`src/rtl/alu_pkg.sv`:
```
// Shared encodings for the ALU issue controller: ALU control codes, ALUOp and funct
// values, FSM states and the decoder output bundle.
package alu_pkg;

    localparam logic [3:0] CTRL_AND  = 4'b0000;
    localparam logic [3:0] CTRL_OR   = 4'b0001;
    localparam logic [3:0] CTRL_ADD  = 4'b0010;
    localparam logic [3:0] CTRL_LUI  = 4'b0011;
    localparam logic [3:0] CTRL_SUB  = 4'b0110;
    localparam logic [3:0] CTRL_SLT  = 4'b0111;
    localparam logic [3:0] CTRL_SRA  = 4'b1000;
    localparam logic [3:0] CTRL_SRAV = 4'b1001;
    localparam logic [3:0] CTRL_BAD  = 4'b1111;

    typedef enum logic [2:0] {
        OP_ADD   = 3'b000,
        OP_BEQ   = 3'b001,
        OP_RTYPE = 3'b010,
        OP_LUI   = 3'b011,
        OP_ORI   = 3'b100,
        OP_SLTI  = 3'b101,
        OP_BNE   = 3'b110,
        OP_BAD   = 3'b111
    } aluop_e;

    localparam logic [5:0] FN_ADD  = 6'h20;
    localparam logic [5:0] FN_SUB  = 6'h22;
    localparam logic [5:0] FN_AND  = 6'h24;
    localparam logic [5:0] FN_OR   = 6'h25;
    localparam logic [5:0] FN_SLT  = 6'h2A;
    localparam logic [5:0] FN_SRA  = 6'h03;
    localparam logic [5:0] FN_SRAV = 6'h07;

    typedef enum logic [1:0] {
        ST_IDLE = 2'b00,
        ST_EXEC = 2'b01,
        ST_RESP = 2'b10
    } state_e;

    typedef struct packed {
        logic [3:0] ctrl;
        logic       is_beq;
        logic       is_bne;
        logic       err;
    } dec_t;

endpackage

```
`src/rtl/alu_ctrl_dec.sv`:
```
// Combinational ALUOp/funct decoder producing the ALU control code, the branch kind
// and an error flag for unsupported encodings.
module alu_ctrl_dec
    import alu_pkg::*;
(
    input  logic [2:0] aluop,
    input  logic [5:0] funct,
    output dec_t       dec
);

    always_comb begin
        // NOTE: defaults first so every path assigns every field and no latch is inferred.
        dec = '{ctrl: CTRL_BAD, is_beq: 1'b0, is_bne: 1'b0, err: 1'b0};
        case (aluop)
            OP_ADD:  dec.ctrl = CTRL_ADD;
            OP_BEQ: begin
                dec.ctrl   = CTRL_SUB;
                dec.is_beq = 1'b1;
            end
            OP_RTYPE: begin
                case (funct)
                    FN_ADD:  dec.ctrl = CTRL_ADD;
                    FN_SUB:  dec.ctrl = CTRL_SUB;
                    FN_AND:  dec.ctrl = CTRL_AND;
                    FN_OR:   dec.ctrl = CTRL_OR;
                    FN_SLT:  dec.ctrl = CTRL_SLT;
                    FN_SRA:  dec.ctrl = CTRL_SRA;
                    FN_SRAV: dec.ctrl = CTRL_SRAV;
                    default: dec.err  = 1'b1;
                endcase
            end
            OP_LUI:  dec.ctrl = CTRL_LUI;
            OP_ORI:  dec.ctrl = CTRL_OR;
            OP_SLTI: dec.ctrl = CTRL_SLT;
            OP_BNE: begin
                dec.ctrl   = CTRL_SUB;
                dec.is_bne = 1'b1;
            end
            default: dec.err = 1'b1;
        endcase
    end

endmodule

```
`src/rtl/alu_issue_ctrl.sv`:
```
// Issues one ALU operation per request handshake, captures the combinational ALU
// result a cycle later and holds the response until the consumer takes it.
module alu_issue_ctrl
    import alu_pkg::*;
#(
    parameter int DW    = 32,
    parameter int CNT_W = 16
) (
    input  logic             clk_i,
    input  logic             rst_i,
    input  logic             req_valid_i,
    output logic             req_ready_o,
    input  logic [2:0]       req_aluop_i,
    input  logic [5:0]       req_funct_i,
    input  logic [DW-1:0]    req_src1_i,
    input  logic [DW-1:0]    req_src2_i,
    input  logic [4:0]       req_shamt_i,
    output logic [DW-1:0]    alu_src1_o,
    output logic [DW-1:0]    alu_src2_o,
    output logic [4:0]       alu_shamt_o,
    output logic [3:0]       alu_ctrl_o,
    input  logic [DW-1:0]    alu_result_i,
    input  logic             alu_zero_i,
    output logic             rsp_valid_o,
    input  logic             rsp_ready_i,
    output logic [DW-1:0]    rsp_result_o,
    output logic             rsp_zero_o,
    output logic             rsp_taken_o,
    output logic             rsp_err_o,
    output logic [CNT_W-1:0] issued_cnt_o
);

    state_e state;
    dec_t   dec;
    logic   is_beq_q;
    logic   is_bne_q;
    logic   err_q;

    alu_ctrl_dec u_dec (
        .aluop (req_aluop_i),
        .funct (req_funct_i),
        .dec   (dec)
    );

    // NOTE: every register is a plain flop (no arrays), so all of them are reset and
    // all state updates use non-blocking assignments to avoid ordering races.
    always_ff @(posedge clk_i) begin
        if (!rst_i) begin
            state        <= ST_IDLE;
            req_ready_o  <= 1'b1;
            alu_src1_o   <= '0;
            alu_src2_o   <= '0;
            alu_shamt_o  <= '0;
            alu_ctrl_o   <= '0;
            rsp_valid_o  <= 1'b0;
            rsp_result_o <= '0;
            rsp_zero_o   <= 1'b0;
            rsp_taken_o  <= 1'b0;
            rsp_err_o    <= 1'b0;
            issued_cnt_o <= '0;
            is_beq_q     <= 1'b0;
            is_bne_q     <= 1'b0;
            err_q        <= 1'b0;
        end else begin
            case (state)
                ST_IDLE: begin
                    if (req_valid_i && req_ready_o) begin
                        alu_src1_o   <= req_src1_i;
                        alu_src2_o   <= req_src2_i;
                        alu_shamt_o  <= req_shamt_i;
                        alu_ctrl_o   <= dec.ctrl;
                        is_beq_q     <= dec.is_beq;
                        is_bne_q     <= dec.is_bne;
                        err_q        <= dec.err;
                        // Status flags of the previous response live until the next issue.
                        rsp_zero_o   <= 1'b0;
                        rsp_taken_o  <= 1'b0;
                        rsp_err_o    <= 1'b0;
                        issued_cnt_o <= issued_cnt_o + CNT_W'(1);
                        req_ready_o  <= 1'b0;
                        state        <= ST_EXEC;
                    end
                end
                ST_EXEC: begin
                    rsp_result_o <= alu_result_i;
                    rsp_zero_o   <= alu_zero_i;
                    rsp_taken_o  <= !err_q && ((is_beq_q && alu_zero_i) ||
                                               (is_bne_q && !alu_zero_i));
                    rsp_err_o    <= err_q;
                    rsp_valid_o  <= 1'b1;
                    state        <= ST_RESP;
                end
                ST_RESP: begin
                    if (rsp_ready_i) begin
                        rsp_valid_o <= 1'b0;
                        req_ready_o <= 1'b1;
                        state       <= ST_IDLE;
                    end
                end
                default: begin
                    rsp_valid_o <= 1'b0;
                    req_ready_o <= 1'b1;
                    state       <= ST_IDLE;
                end
            endcase
        end
    end

endmodule

```
`config.mk`:
```
export PLATFORM = sky130hd
export DESIGN_NAME = alu_issue_ctrl
export DESIGN_NICKNAME = d
export VERILOG_FILES = /design/src/rtl/alu_pkg.sv /design/src/rtl/alu_ctrl_dec.sv /design/src/rtl/alu_issue_ctrl.sv
export SDC_FILE = /design/constraint.sdc
export NUM_CORES = 1
export LEC_CHECK = 0
export ABC_CLOCK_PERIOD_IN_PS = 1400
export CAP_MARGIN = 20
export CELL_PAD_IN_SITES_DETAIL_PLACEMENT = 1
export CELL_PAD_IN_SITES_GLOBAL_PLACEMENT = 1
export CORE_ASPECT_RATIO = 1.2
export CORE_MARGIN = 1.5
export CORE_UTILIZATION = 25
export DETAILED_ROUTE_END_ITERATION = 8
export PLACE_DENSITY = 0.73
export SETUP_SLACK_MARGIN = 0.4
export SYNTH_ARGS = -nofsm -noshare
export SYNTH_HDL_FRONTEND = slang
export SYNTH_SLANG_ARGS = --single-unit
export TNS_END_PERCENT = 100
```
`constraint.sdc`:
```
create_clock -name clk_i -period 1.4 [get_ports clk_i]
set_input_delay 0.35 -clock clk_i [delete_from_list [all_inputs] [get_ports clk_i]]
set_output_delay 0.35 -clock clk_i [all_outputs]
set_load 0.02 [all_outputs]
```
==> run_results.csv <==
group,metric,value,unit
power,clockPowerShare,42.4,%
drt,route.detailed.drc,0,
logic_synthesis,yosysSeqAreaShare,53.9,%
global_route,grt_pass1_vias,5724,
global_route,track_usage,18.4,%
clocking,path_clk_slew,0.06,ns
layout,utilization,51.9,%
power,peakVddDrop,0.000712,V
layout,fin_nets,1043,
layout,fill_cells,2107,
power,intPower,8170,uW
setup_path,crit_start,"state[0]",
setup_path,arrival,1.90,ns
clocking,clock-sinks,131,
setup_path,cp-end-kind,"register",
sta,fin_ws,-0.160,ns
layout,diodes,0,
floorplan,io_pins,241,
clocking,clkLatencyLatePin,0.41,ns
status,violations,"setup timing",
placement,place.gp.congestion,0.757,
sta,fmax,641,MHz
placement,dp_cells,1122,
sta,relSlewSlack,77.6,%
placement,io_buffers,240,
setup_path,r2r_cells,5,
sta,hold_violations,0,
drt,wire_per_inst,16.2,um
floorplan,core-area,19000,um^2
drt,vias_per_cell,4.55,
power,power_density,1120,nW/um^2
sta,min_period,1.56,ns
sta,rsz0062_at_grt,"true",
layout,drive_gt1_share,48.7,%
logic_synthesis,syn_avg_cell_area,7.99,um^2
setup_path,critPathRequiredTime,1.74,ns
sta,clock_skew,0.00830,ns
sta,tightest_slew,0.334,ns
sta,finalSetupViolCount,59,
logic_synthesis,ys_types,44,
placement,dp.final_hpwl,12300,um
logic_synthesis,synth.top_cell.area_share,53.9,%
setup_path,rr_startpoint,"state[0]",
layout,final_cells,1195,
global_route,grt_max_degree,35,
logic_synthesis,yosysTopAreaCell,"dfxtp_1",
logic_synthesis,yosysWarningCount,0,
global_route,grt_pass1_wl,28900,um
logic_synthesis,synthesis.nets,725,
floorplan,die_w,130,um
power,seqPwrFrac,37.2,%
setup_path,cp-endpoint,"issued_cnt_o[15]",
setup_path,crit_path_max_fanout,7,
clocking,cts_buffer_depth,2,
power,combPwrFrac,20.4,%
logic_synthesis,synth_area_leaders,"dfxtp_1 (54%), nand2_1 (17%), a21oi_1 (12%)",
clocking,cts_root_buf,"clkbuf_16",
clocking,cts_tree,"done",
clocking,cts_buffers,17,
floorplan,start_util,25.6,%
sta,holdWs,0.420,ns
floorplan,num_rows,55,
drt,ant_nets,0,
logic_synthesis,yosys_register_bits,131,
floorplan,die_area,20300,um^2
floorplan,dieHeight,156,um
status,status,"complete, but fails checks",
logic_synthesis,netlist_area,4870,um^2
drt,wirelength,19400,um
sta,period_share,111,%
power,swShare,26.4,%
global_route,gr-total-overflow,0,
layout,syn_to_final_growth,103,%
clocking,htreeDepth,4,
run,max-cap-violations,0,
power,p_total,11100,uW
drt,vias,5439,
sta,drv_slew,0,
setup_path,r2r_end,"issued_cnt_o[15]",
setup_path,reg2reg_slack,-0.16,ns
power,p_switching,2930,uW
setup_path,crit_type,"reg -> reg",
power,p_leak,0.00402,uW
global_route,antenna_found_initial,0,
drt,drtIter0Drc,164,
logic_synthesis,syn_inst,609,
setup_path,critical_path.startpoint_type,"register",
drt,drtPass1Iterations,4,
worst_hold_path,worstHoldPathType,"in -> reg",
[how the worst min path moves through the flow]
stage	from	to	depth (start not counted)
CTS	rst_i	req_ready_o	2
detailed placement	rsp_result_o[26]	rsp_result_o[26]	2
global route	rst_i	req_ready_o	2
finish	rst_i	req_ready_o	2
global placement	alu_src2_o[24]	alu_src2_o[24]	2
floorplan	is_bne_q	is_bne_q	2
[layer usage]
layer / share of wire, % / global-route usage, % / up-vias
li1: - / - / 2656
met1: 38 / 18.7 / 2611
met2: 54 / 34.5 / 152
met3: 6.6 / 5.83 / 20
met4: 1.7 / 6.65 / 0
met5: 0 / 0 / -
[power by group through the flow]
stage / Clock [uW] / Combinational (uW) / Sequential [uW]
3_5_place_dp: 0 / 1820 / 4130
6_report: 4710 / 2270 / 4120
5_1_grt: 4960 / 2430 / 4150
3_3_place_gp: 0 / 1810 / 4120
4_1_cts: 4810 / 2090 / 4120
2_1_floorplan: 0 / 545 / 4370
[registers in the layout, summed over array words and instances (netlist names), 2 cells and up]
name,count
state,2
alu_src1_o,32
alu_shamt_o,5
issued_cnt_o,16
alu_ctrl_o,4
rsp_result_o,32
alu_src2_o,32
[critical path, stage by stage, from the launching register on]
cell	delay, ns
dfxtp_2	0.33
nor4bb_4	0.28
buf_6	0.18
nand4_1	0.11
or4_1	0.43
a21oi_1	0.15
[final cells by class]
type,count,area (um^2),share of cell area [%]
flip-flops and latches,131,2810,28.4
inverters,5,20.0,0.203
clock buffers,18,429,4.35
multi-input cells,430,2400,24.3
clock inverters,13,184,1.86
repair buffers,342,3710,37.6
well taps,256,320,3.25
[timing repair]
action	CTS	global route
setup buffers	23	12
gates cloned	4	3
endpoints found under the setup margin	256	255
pin swaps	7	28
gates resized for setup	905	76
hold buffers	0	0
[Yosys cell counts]
library cell,instances
a21boi_0,1
nand2_2,1
a21o_1,1
nand4_1,5
o41ai_1,1
nand3_1,10
buf_1,3
dfxtp_1,131
inv_1,4
mux2i_1,2
a31oi_1,1
and3_1,2
xnor2_1,2
or3_1,7
xor2_1,7
o31ai_1,2
nor2_1,16
a211oi_1,2
buf_2,14
nand2_1,215
o211ai_1,1
ha_1,1
nor3b_1,1
nand2b_1,4
a2bb2oi_1,1
nor3_1,1
o21ai_0,8
clkbuf_1,26
nand4bb_1,1
a31o_2,1
and2_1,2
nand4_4,1
nor4bb_1,1
o211a_1,1
or4_1,2
o2bb2ai_1,1
a21oi_1,117
nor2b_1,3
o2111ai_1,1
nor4b_1,1
o21bai_1,1
nand3b_1,1
inv_2,1
and4_1,4
[layout by cell type, fill, tap and decap left out, types with 3 or more instances in the layout]
cell	count
a21oi_1	88
or3_4	4
inv_1	4
buf_6	140
nand4_1	5
nand3_1	7
clkbuf_16	20
buf_4	64
nand2_4	9
a21oi_2	28
dfxtp_1	4
nor2_1	16
nand2_1	195
or3_1	3
clkinv_2	4
bufinv_16	4
xor2_1	6
nand2_2	12
nand2b_1	3
dfxtp_2	117
clkdlybuf4s50_1	111
clkinv_4	3
buf_12	12
dfxtp_4	10
o21ai_0	7
dlygate4sd2_1	3
buf_16	6
[cell families after synthesis]
| logic type | Yosys count | share of synthesized area, % |
|---|---|---|
| xor gates and xnor gates | 9 | 1.62 |
| DFF | 131 | 53.9 |
| buffers and inverters | 48 | 4.06 |
| adders and majority gates | 1 | 0.257 |
| AOI/OAI and AO/OA | 140 | 15.3 |
| muxes | 2 | 0.411 |
| and+or+nand+nor | 278 | 24.4 |
[through the flow]
step	setup WS, ns	TNS, ns	instance area (um^2)
final	-0.160	-3.20	9870
after global routing	-0.242	-10.46	9870
after CTS	-0.111	-3.49	9420
after detailed placement	-0.735	-69.37	8070
after global placement	-0.713	-68.01	8070
after floorplan	-0.0781	-0.147	4990
Note: power is estimated with default switching activity, not from simulation.
